### src/rtl/boson_video_gen.sv
// Boson-style CMOS video source: pixel-rate divider, raster counters, frame-aligned
// start/stop, selectable test patterns, frame counter and frame-start strobe.
module boson_video_gen #(
  parameter int DATA_WIDTH  = 16,
  parameter int H_TOTAL     = 1711,
  parameter int V_TOTAL     = 263,
  parameter int V_BLANK     = 7,
  parameter int H_SYNC_LEN  = 7,
  parameter int H_ACT_START = 693,
  parameter int H_ACTIVE    = 319,
  parameter int CLK_DIV     = 1,
  parameter int CHK_SHIFT   = 3
) (
  input  logic                  clk,
  input  logic                  reset,
  input  logic                  enable,
  input  logic [1:0]            mode,
  input  logic [DATA_WIDTH-1:0] const_value,
  output logic [DATA_WIDTH-1:0] CMOS_DQ,
  output logic                  CMOS_VSYNC,
  output logic                  CMOS_HSYNC,
  output logic                  CMOS_VALID,
  output logic                  pix_tick,
  output logic                  frame_start,
  output logic [15:0]           frame_count
);

  localparam int HW = $clog2(H_TOTAL + 1);
  localparam int VW = $clog2(V_TOTAL + 1);
  localparam int DW = (CLK_DIV > 1) ? $clog2(CLK_DIV) : 1;

  localparam logic [DW-1:0] DIV_LAST = DW'(CLK_DIV - 1);
  localparam logic [HW-1:0] H_LAST   = HW'(H_TOTAL - 1);
  localparam logic [HW-1:0] H_SYNC   = HW'(H_SYNC_LEN);
  localparam logic [HW-1:0] H_START  = HW'(H_ACT_START);
  localparam logic [HW-1:0] H_END    = HW'(H_ACT_START + H_ACTIVE);
  localparam logic [VW-1:0] V_LAST   = VW'(V_TOTAL - 1);
  localparam logic [VW-1:0] V_ACT    = VW'(V_BLANK);

  typedef enum logic {IDLE = 1'b0, RUN = 1'b1} state_t;

  state_t                  state;
  logic [DW-1:0]           div_cnt;
  logic [HW-1:0]           h_cnt;
  logic [VW-1:0]           v_cnt;
  logic [DATA_WIDTH-1:0]   pix_cnt;
  logic [1:0]              mode_q;
  logic [DATA_WIDTH-1:0]   const_q;

  logic                    tick_p0, boundary_p0, run_p0;
  logic                    vsync_p0, hsync_p0, valid_p0;
  logic [1:0]              mode_p0;
  logic [DATA_WIDTH-1:0]   cval_p0, pix_next_p0;
  logic [HW-1:0]           x_p0;
  logic [VW-1:0]           y_p0;

  function automatic logic chk_bit(input logic [HW-1:0] x, input logic [VW-1:0] y);
    logic xb, yb;
    xb = |((x >> CHK_SHIFT) & HW'(1));
    yb = |((y >> CHK_SHIFT) & VW'(1));
    chk_bit = xb ^ yb;
  endfunction

  function automatic logic [DATA_WIDTH-1:0] pattern(
    input logic [1:0]            sel,
    input logic [HW-1:0]         x,
    input logic [VW-1:0]         y,
    input logic [DATA_WIDTH-1:0] pix,
    input logic [DATA_WIDTH-1:0] cval
  );
    case (sel)
      2'd0:    pattern = pix;
      2'd1:    pattern = DATA_WIDTH'(x);
      2'd2:    pattern = chk_bit(x, y) ? {DATA_WIDTH{1'b1}} : {DATA_WIDTH{1'b0}};
      default: pattern = cval;
    endcase
  endfunction

  // Stage p0: decode of the current raster position, consumed on the tick
  always_comb begin
    tick_p0     = (div_cnt == DIV_LAST);
    boundary_p0 = tick_p0 && (h_cnt == '0) && (v_cnt == '0);
    // A boundary decides whether the new frame exists at all; otherwise keep the current state.
    run_p0      = boundary_p0 ? enable : (state == RUN);
    mode_p0     = (boundary_p0 && enable) ? mode : mode_q;
    cval_p0     = (boundary_p0 && enable) ? const_value : const_q;
    pix_next_p0 = (boundary_p0 ? '0 : pix_cnt) + DATA_WIDTH'(1);
    vsync_p0    = run_p0 && (v_cnt >= V_ACT);
    hsync_p0    = vsync_p0 && (h_cnt >= H_SYNC);
    valid_p0    = vsync_p0 && (h_cnt >= H_START) && (h_cnt < H_END);
    x_p0        = h_cnt - H_START;
    y_p0        = v_cnt - V_ACT;
  end

  // Stage p1: registered counters, control and video outputs
  always_ff @(posedge clk) begin
    if (reset) begin
      state       <= IDLE;
      div_cnt     <= '0;
      h_cnt       <= '0;
      v_cnt       <= '0;
      pix_cnt     <= '0;
      mode_q      <= '0;
      const_q     <= '0;
      frame_count <= '0;
      frame_start <= 1'b0;
      pix_tick    <= 1'b0;
      CMOS_DQ     <= '0;
      CMOS_VSYNC  <= 1'b0;
      CMOS_HSYNC  <= 1'b0;
      CMOS_VALID  <= 1'b0;
    end else begin
      pix_tick    <= tick_p0;
      frame_start <= 1'b0;
      div_cnt     <= tick_p0 ? '0 : div_cnt + DW'(1);
      if (tick_p0) begin
        if (boundary_p0) begin
          if (enable) begin
            state       <= RUN;
            mode_q      <= mode;
            const_q     <= const_value;
            frame_start <= 1'b1;
            frame_count <= frame_count + 16'd1;
          end else begin
            state <= IDLE;
          end
        end
        if (run_p0) begin
          if (h_cnt == H_LAST) begin
            h_cnt <= '0;
            v_cnt <= (v_cnt == V_LAST) ? '0 : v_cnt + VW'(1);
          end else begin
            h_cnt <= h_cnt + HW'(1);
          end
        end else begin
          h_cnt <= '0;
          v_cnt <= '0;
        end
        CMOS_VSYNC <= vsync_p0;
        CMOS_HSYNC <= hsync_p0;
        CMOS_VALID <= valid_p0;
        CMOS_DQ    <= valid_p0 ? pattern(mode_p0, x_p0, y_p0, pix_next_p0, cval_p0) : '0;
        if (valid_p0)
          pix_cnt <= pix_next_p0;
        else if (boundary_p0)
          pix_cnt <= '0;
      end
    end
  end

endmodule

### config.mk
export PLATFORM = sky130hd
export DESIGN_NAME = boson_video_gen
export DESIGN_NICKNAME = d
export VERILOG_FILES = /design/src/rtl/boson_video_gen.sv
export SDC_FILE = /design/constraint.sdc
export NUM_CORES = 1
export LEC_CHECK = 0
export ABC_AREA = 1
export BUFFER_PORTS_ARGS = -buffer_cell sky130_fd_sc_hd__buf_2
export CAP_MARGIN = 0
export CORE_MARGIN = 8
export CORE_UTILIZATION = 40
export DETAILED_ROUTE_END_ITERATION = 10
export GPL_TIMING_DRIVEN = 0
export PLACE_DENSITY = 0.57
export SLEW_MARGIN = 20
export SYNTH_ARGS = -nofsm -noshare
export SYNTH_HDL_FRONTEND = slang
export SYNTH_SLANG_ARGS = --single-unit
### constraint.sdc
create_clock -name clk -period 7.4 [get_ports clk]
set_input_delay 0.37 -clock clk [delete_from_list [all_inputs] [get_ports clk]]
set_output_delay 0.37 -clock clk [all_outputs]
set_load 0.005 [all_outputs]
# Yosys cells after proc, flatten, opt, wreduce, memory -nomap -nowiden
# Cells that the tools add are included.
[totals] input_bits=21 out_inout_bits=37 elab_cells=62 ff_bits=93
[classes] muxes=14 reduce_logical=15 eq_ne=5 bitwise_logic=3 n_addsub=7 n_lt_le_gt_ge=4
[op_table] operator="$mux W16" n=5
[op_table] operator="$pmux W16 S3" n=1
[op_table] operator="$add A16 B1 Y16 const B" n=2
[op_table] operator="$mux W9" n=3
[op_table] operator="$mux W11" n=2
[op_table] operator="$add A11 B1 Y11 const B" n=1
[op_table] operator="$eq A11 B11 Y1 const B" n=1
[op_table] operator="$ge A11 B10 Y1 const B" n=1
[op_table] operator="$ge A11 B3 Y1 const B" n=1
[op_table] operator="$logic_not A11 Y1" n=1
[op_table] operator="$lt A11 B10 Y1 const B" n=1
[op_table] operator="$sub A11 B10 Y11 const B" n=1
[op_table] operator="$add A9 B1 Y9 const B" n=1
[op_table] operator="$eq A9 B9 Y1 const B" n=1
[op_table] operator="$ge A9 B3 Y1 const B" n=1
[op_table] operator="$logic_not A9 Y1" n=1
[op_table] operator="$logic_and A1 B1 Y1" n=7
[op_table] operator="$reduce_and A2 Y1" n=2
[op_table] operator="$sub A4 B3 Y4 const B" n=1
[op_table] operator="$reduce_and A3 Y1" n=1
[op_table] operator="$reduce_or A3 Y1" n=1
[op_table] operator="$eq A2 B1 Y1 const B" n=1
[op_table] operator="$eq A2 B2 Y1 const B" n=1
[op_table] operator="$logic_not A2 Y1" n=1
[op_table] operator="7 further kinds" n=9

# Logic depth before layout (Yosys ltp)
# Gate-level depths: netlist of run 1.
[depth] ltp_word=8 mapped_depth=23 depth_no_buf=21

# Worst setup path after synthesis of run 1
# OpenSTA, ideal clock, no wires.
[synth_path] kind="register to register" startpoint="register h_cnt[0]" endpoint="register pix_cnt[8]" setup_slack_ns=4.762 synth_period_minus_slack_ns=2.638 path_stages_with_launch=21 setup_time_ns=0.119 n_path_buf=2 required_time_ns=7.281 arrival_ns=2.520 cell_sequence="dfxtp_1 inv_1 ha_1 nand2_1 inv_1 nand2_1 nor2_4 nand3_4 buf_4 buf_2 nand2_1 inv_1 ha_1 nand2_1 inv_1 nand3_1 nor2_4 nand2_1 xor2_1 o21ai_0 nand2_1"
[synth_via] elab_chain_len=8 word_cells_on_any_way=12 cone_classes="add/sub: 1; order compare: 2; mux: 3; reduce/logical: 6"
[synth_lines] element="start, declared" line="44" source="logic [HW-1:0] h_cnt;"
[synth_lines] element="start signal, assigned" line="133" source="h_cnt <= h_cnt + HW'(1);"
[synth_lines] element="branches (longest 7 deep; another with $add A16 B1 Y16)"
[synth_lines] element="$mux W16 (*)" line="143" source="if (valid_p0)"
[synth_lines] element="end signal, assigned" line="144" source="pix_cnt <= pix_next_p0;"
[synth_lines] element="end, declared" line="46" source="logic [DATA_WIDTH-1:0] pix_cnt;"
# Every way passes the cells marked *.
# A chain may end at the register's enable or synchronous reset.

# Final worst setup path of run 1
[layout_path] startpoint="register h_cnt[0]" endpoint="register CMOS_DQ[10]"
[layout_via] elab_chain_len=8 word_cells_on_any_way=22 cone_classes="add/sub: 2; order compare: 2; eq/ne: 2; mux: 7; bitwise: 1; reduce/logical: 8"
[layout_lines] element="branches (longest 7 deep; another with $add A16 B1 Y16)"
[layout_lines] element="$mux W16 (*)" line="142" source="CMOS_DQ <= valid_p0 ? pattern(mode_p0, x_p0, y_p0, pix_next_p0, cval_p0) : '0;"
[layout_lines] element="end signal, assigned" line="142"
[layout_lines] element="end, declared" line="19" source="output logic [DATA_WIDTH-1:0] CMOS_DQ,"
# Marked as above.

==> flow_metrics.py, run 1 <==
metrics = {
    "die": {
        "io_pins": 58,
        "core_um2": 13030,
        "die_w_um": 130.6,
        "start_util_pct": 40.34,
        "dieArea_um2": 17070,
        "die_y_um": 130.6,
        "num_rows": 42,
    },
    "global_route": {
        "antenna_found_initial": 0,
        "grt.total_usage_pct": 18.31,
        "grt_max_degree": 18,
        "grt_pass1_wl_um": 24570,
        "grt_pass1_vias": 5151,
        "overflow": 0,
    },
    "worst_hold_path": {
        "min_path_type": "in -> reg",
        "min_to": "const_q[9]",
        "hold_depth": 3,
        "worstHoldStart": "const_value[9]",
    },
    "sta": {
        "setup_viol": 0,
        "worst_slew_pin_slew_ps": 673.4,
        "fin_setup_tns_ps": 0,
        "max_freq_ghz": 0.3072,
        "slew_headroom_pct": 54.94,
        "fin_skew_ps": 8.889,
        "period_share_pct": 43.99,
        "whs_ps": 284.6,
        "slew_viol_final": 0,
        "hold_viol": 0,
        "rsz0062_at_grt": "no",
        "finalCriticalPeriod_ps": 3255,
    },
    "logic_synthesis": {
        "ys_ff_latch": 93,
        "yosysWarnings": 0,
        "syn_area_per_cell_um2": 6.680,
        "synthCells": 787,
        "synth_fp_nets": 818,
        "yosysSeqAreaShare_pct": 35.41,
        "ys.flop_type": "dfxtp_1",
        "synth-edff-count": 0,
        "synth_cell_types": 36,
        "netlist_area_um2": 5258,
        "ys_async_sr_fraction_pct": 0,
    },
    "setup_path": {
        "max_stage_delay_ps": 410,
        "r2r-end": "CMOS_DQ[10]",
        "reg2reg_setup_slack_ps": 4150,
        "crit_fanout": 10,
        "path_cells": "inv_1 > ha_1 > nand2_1 > inv_1 > nand2_1 > nor2_4 > nand3_4 > buf_4 > buf_2 > nand2_1 > inv_1 > ha_1 > nand2_1 > inv_1 > nand3_1 > nor2_4 > nand2_1 > o21ai_1 > nand3_1 > nand2_1 > nand2_1 > nand2_1",
        "worstPathRequired_ps": 7700,
        "reg2reg_from": "h_cnt[0]",
        "critical_path_arrival_ps": 3560,
        "crit_slowest_cell": "dfxtp_1",
        "path_class": "reg -> reg",
        "critical_path_buf_inv_count": 6,
        "reg2reg_depth": 22,
        "cp_top_family": "simple AND/OR/NAND/NOR gates",
        "crit_cells": 22,
        "cpMostUsedCell": "nand2_1",
        "cp-end-kind": "flip-flop",
        "start_kind": "flip-flop",
    },
    "detailed_routing": {
        "num_vias": 5200,
        "drt_iter0_markers": 381,
        "finalWirelength_um": 14700,
        "routedWlPerCell_um": 14.19,
        "route.detailed.drc": 0,
        "drtPass1Iterations": 5,
        "drtAntennaViolNets": 0,
        "avgViaCountPerCell": 5.019,
    },
    "power": {
        "p_switching_mw": 0.3233,
        "irDropWorstVdd_mv": 0.1107,
        "combPwrFrac_pct": 12.1,
        "p_int_mw": 0.8554,
        "seqPwrFrac_pct": 43.9,
        "clockPowerShare_pct": 44.0,
        "leakage_nw": 2.868,
        "powerDensity_nw_per_um2": 193.4,
        "netSwitchingFraction_pct": 27.43,
        "power.total_mw": 1.179,
    },
    "placement": {
        "gp_congestion": 0.8663,
        "placed_area_um2": 5763,
        "dp_hpwl_um": 11260,
        "port_buffers": 57,
    },
    "clock_tree": {
        "clock-sinks": 93,
        "cts_setup_buffers": 0,
        "clk_pin_slew_ps": 70,
        "cts_tree": "yes",
        "clock_tree.buffer_depth": 2,
        "htreeDepth": 3,
        "cts_resized": 0,
        "ctsHoldBuffers": 0,
        "insertion_delay_ps": 360,
        "cts_root_buffer": "clkbuf_16",
        "cts_buffers": 9,
    },
    "final_layout": {
        "final_cell_mix": "nand2_1 (246), dfxtp_1 (93), inv_1 (73)",
        "final_util_pct": 46.76,
        "stdcell_area_um2": 6093,
        "seq_area_um2": 1862,
        "layout-drive-gt1-share_pct": 15.58,
        "multi_input_area_um2": 2923,
        "nNetsFinal": 886,
        "n_fill_cell": 1458,
        "final_common_cell": "nand2_1",
        "syn2layout_area_growth_pct": 15.90,
        "num_antenna_cells": 0,
    },
    "status": {
        "outcome": "complete, no violations",
    },
    "run": {
        "cap_violations": 0,
    },
}
[kinds of logic (layout without fill, tap and decap cells)]
kind of cell / Yosys count / count (layout) / synth area share [%]
AOI/OAI and AO/OA: 105 / 105 / 10.92
xor gates and xnor gates: 26 / 26 / 4.331
buffers and inverters: 109 / 182 / 8.995
DFF: 93 / 93 / 35.41
other: 1 / 1 / 0.07133
and+or+nand+nor: 443 / 443 / 37.89
adders and majority gates: 10 / 10 / 2.380
[worst register-to-register path: stages, from the launching register on]
cell,delay [ps]
dfxtp_1,410
inv_1,170
ha_1,270
nand2_1,70
inv_1,40
nand2_1,90
nor2_4,50
nand3_4,100
buf_4,200
buf_2,250
nand2_1,140
inv_1,80
ha_1,180
nand2_1,60
inv_1,50
nand3_1,150
nor2_4,240
nand2_1,120
o21ai_1,180
nand3_1,140
nand2_1,100
nand2_1,50
nand2_1,50
[synthesized netlist by cell type, types with 12 or more instances]
master | number | area share [%]
nand2_1 | 246 | 18
a21oi_1 | 49 | 4.7
dfxtp_1 | 93 | 35
o21ai_0 | 35 | 3.3
nand4_1 | 20 | 2.4
clkbuf_1 | 12 | 0.86
inv_1 | 73 | 5.2
xor2_1 | 21 | 3.5
nor2_2 | 15 | 1.8
nor3_1 | 17 | 1.6
nor2_1 | 67 | 4.8
nand3_1 | 50 | 4.8
[layout make-up]
cell class,count,area share (%)
clock buffers,9,3.696
well taps,176,3.614
inverters,79,4.867
flip-flops and latches,93,30.55
clock inverters,7,1.725
multi-input cells,585,47.97
plain buffers,30,2.895
repair buffers,57,4.682
[state kept, by name, summed over array words and instances (netlist names)]
name / count
CMOS_HSYNC: 1
frame_count: 16
CMOS_VALID: 1
CMOS_VSYNC: 1
h_cnt: 11
const_q: 16
pix_tick: 1
pix_cnt: 16
CMOS_DQ: 16
state: 1
div_cnt: 1
frame_start: 1
v_cnt: 9
mode_q: 2
[routing by layer]
metal / GRT usage [%] / up-vias / part of all wire, %
li1: - / 2656 / -
met1: 22.87 / 2407 / 45
met2: 30.62 / 112 / 49
met3: 4.140 / 25 / 4.3
met4: 5.874 / 0 / 1.8
met5: 0 / - / 0
[power by group through the flow]
stage / sequential (mW) / clock (mW) / combinational [mW]
detailed placement: 0.529 / 0 / 0.144
CTS: 0.517 / 0.532 / 0.144
global route: 0.519 / 0.553 / 0.161
finish: 0.517 / 0.519 / 0.143
floorplan: 0.528 / 0 / 0.100
global placement: 0.529 / 0 / 0.143
[per-stage QoR]
stage | std cells | setup slack [ps]
global placement | 1020 | 4166
global route | 1036 | 3789
finish | 1036 | 4145
floorplan | 787 | 4762
CTS | 1036 | 4134
detailed placement | 1020 | 4155
[worst max path at each step]
| stage | from | to |
|---|---|---|
| after global routing | h_cnt[0] | CMOS_DQ[8] |
| after floorplan | h_cnt[0] | pix_cnt[8] |
| after global placement | h_cnt[0] | CMOS_DQ[8] |
| after detailed placement | h_cnt[0] | CMOS_DQ[10] |
| final | h_cnt[0] | CMOS_DQ[10] |
| after CTS | h_cnt[0] | CMOS_DQ[10] |
(Power assumes the default switching activity.)
==> run 2, diff against run 1 <==
--- a/config.mk
+++ b/config.mk
@@ -12,7 +12,7 @@
 export CORE_UTILIZATION = 40
 export DETAILED_ROUTE_END_ITERATION = 10
 export GPL_TIMING_DRIVEN = 0
-export PLACE_DENSITY = 0.57
+export PLACE_DENSITY = 0.59
 export SLEW_MARGIN = 20
 export SYNTH_ARGS = -nofsm -noshare
 export SYNTH_HDL_FRONTEND = slang
==> constraint.sdc (replaced) <==
create_clock -name clk -period 2.8 [get_ports clk]
set_input_delay 0.14 -clock clk [delete_from_list [all_inputs] [get_ports clk]]
set_output_delay 0.14 -clock clk [all_outputs]
set_load 0.005 [all_outputs]
==> run 2 against run 1 <==
  * Worst hold slack got worse by 230 ps
  * Die area did not move
  * Worst setup slack got worse by 3900 ps
  * Count of clock-buffer cells in the layout did not move
  * Largest power group is now registers
  * Highest routed layer unchanged
==> flow_metrics.py, run 2 (synthesis results as in run 1) <==
metrics = {
    "die": {
        "die_w_um": 130.6,
        "start_util_pct": 40.34,
        "num_rows": 42,
        "die_y_um": 130.6,
        "core_um2": 13030,
        "dieArea_um2": 17070,
        "io_pins": 58,
    },
    "setup_path": {
        "max_stage_delay_ps": 370,
        "critical_path_arrival_ps": 2810,
        "worstPathRequired_ps": 3050,
        "cp_top_family": "simple AND/OR/NAND/NOR gates",
        "path_class": "reg -> reg",
        "critical_path_buf_inv_count": 4,
        "path_cells": "inv_2 > ha_1 > nand2_1 > inv_1 > nand2_1 > nor2_4 > nand3_4 > buf_4 > nor2_8 > o21ai_4 > o21ai_2 > clkbuf_4 > nand3_1 > nand3b_1 > nand2_1",
        "cp-end-kind": "flip-flop",
        "crit_fanout": 12,
        "cpMostUsedCell": "nand2_1",
        "start_kind": "flip-flop",
        "crit_slowest_cell": "dfxtp_4",
    },
    "placement": {
        "port_buffers": 57,
        "gp_congestion": 0.8622,
        "placed_area_um2": 5763,
        "dp_hpwl_um": 10850,
    },
    "sta": {
        "worst_slew_pin_slew_ps": 596.6,
        "slew_viol_final": 0,
        "max_freq_ghz": 0.3900,
        "finalCriticalPeriod_ps": 2564,
        "slew_headroom_pct": 60.08,
        "hold_viol": 0,
        "period_share_pct": 91.57,
        "fin_skew_ps": 8.919,
        "whs_ps": 50.53,
        "setup_viol": 0,
    },
    "clock_tree": {
        "cts_buffers": 9,
        "htreeDepth": 3,
        "clk_pin_slew_ps": 70,
        "ctsHoldBuffers": 0,
        "insertion_delay_ps": 360,
        "clock-sinks": 93,
        "clock_tree.buffer_depth": 2,
        "cts_root_buffer": "clkbuf_16",
        "cts_tree": "yes",
    },
    "detailed_routing": {
        "route.detailed.drc": 0,
        "drtPass1Iterations": 5,
        "finalWirelength_um": 14320,
        "routedWlPerCell_um": 13.79,
        "drtAntennaViolNets": 0,
        "drt_iter0_markers": 359,
        "avgViaCountPerCell": 4.844,
        "num_vias": 5033,
    },
    "final_layout": {
        "num_antenna_cells": 0,
        "stdcell_area_um2": 6148,
        "final_cell_mix": "nand2_1 (245), dfxtp_1 (89), inv_1 (71)",
        "final_common_cell": "nand2_1",
        "syn2layout_area_growth_pct": 16.94,
        "nNetsFinal": 889,
        "layout-drive-gt1-share_pct": 17.15,
        "n_fill_cell": 1409,
    },
    "global_route": {
        "grt_max_degree": 18,
        "antenna_found_initial": 0,
        "grt_pass1_vias": 4778,
        "grt.total_usage_pct": 17.44,
        "grt_pass1_wl_um": 23380,
        "overflow": 0,
    },
    "power": {
        "power.total_mw": 3.120,
        "irDropWorstVdd_mv": 0.4039,
        "leakage_nw": 2.888,
        "powerDensity_nw_per_um2": 507.5,
    },
    "run": {
        "cap_violations": 0,
    },
    "status": {
        "outcome": "complete, no violations",
    },
    "worst_hold_path": {
        "min_path_type": "in -> reg",
    },
}
[run 2: repair_timing]
action                     in CTS  in global routing
buffers inserted                3                  1
pin swaps                       1                  1
gates resized for setup         3                 14
setup endpoints to repair      12                 39
[run 2: path summary, 6_finish.rpt]
path | cells past startpoint | slack [ps] | start | end
min | 3 | 50 | const_value[6] | const_q[6]
min reg2reg | 2 | 450 | CMOS_DQ[8] | CMOS_DQ[8]
max reg2reg | 15 | 240 | h_cnt[0] | CMOS_DQ[3]
max | 15 | 240 | h_cnt[0] | CMOS_DQ[3]
[run 2: where the power goes]
group / total (mW) / leakage [nW] / internal (mW) / switching [mW]
combinational: 0.390 / 1.98 / 0.121 / 0.269
clock: 1.36 / 0.155 / 0.795 / 0.567
sequential: 1.37 / 0.754 / 1.35 / 0.0166
[run 2: layout make-up]
cell class	instances	area [um^2]	share of cell area, %
Multi-Input combinational cell	585	2935	47.74
Clock inverter	7	103.9	1.689
Clock buffer	9	225.2	3.663
Sequential cell	93	1869	30.40
Inverter	79	296.5	4.823
Timing Repair Buffer	61	315.3	5.128
Tap cell	176	220.2	3.582
Buffer	29	182.7	2.971
[run 2: through the flow]
stage | utilization, % | TNS [ps] | instances | setup slack, ps
after floorplan | - | 0 | 787 | 161.5
after global placement | 44.22 | -4347 | 1020 | -467.7
after detailed placement | 44.22 | -4246 | 1020 | -436.0
after CTS | 46.92 | 0 | 1038 | 70.90
after global routing | 47.18 | -10.04 | 1039 | -8.881
final | 47.18 | 0 | 1039 | 236.2
[run 2: worst register-to-register path, stage by stage, from the launching register on]
cell and delay (ps):
dfxtp_4 370, inv_2 110, ha_1 200, nand2_1 60
inv_1 40, nand2_1 80, nor2_4 120, nand3_4 100
buf_4 230, nor2_8 190, o21ai_4 100, o21ai_2 250
clkbuf_4 280, nand3_1 140, nand3b_1 120, nand2_1 50
[run 2: layer usage]
metal	global-route usage [%]	part of all wire [%]
met4	5.942	2.3
met5	0	0
met1	22.81	47
met3	4.383	4.6
met2	27.40	46
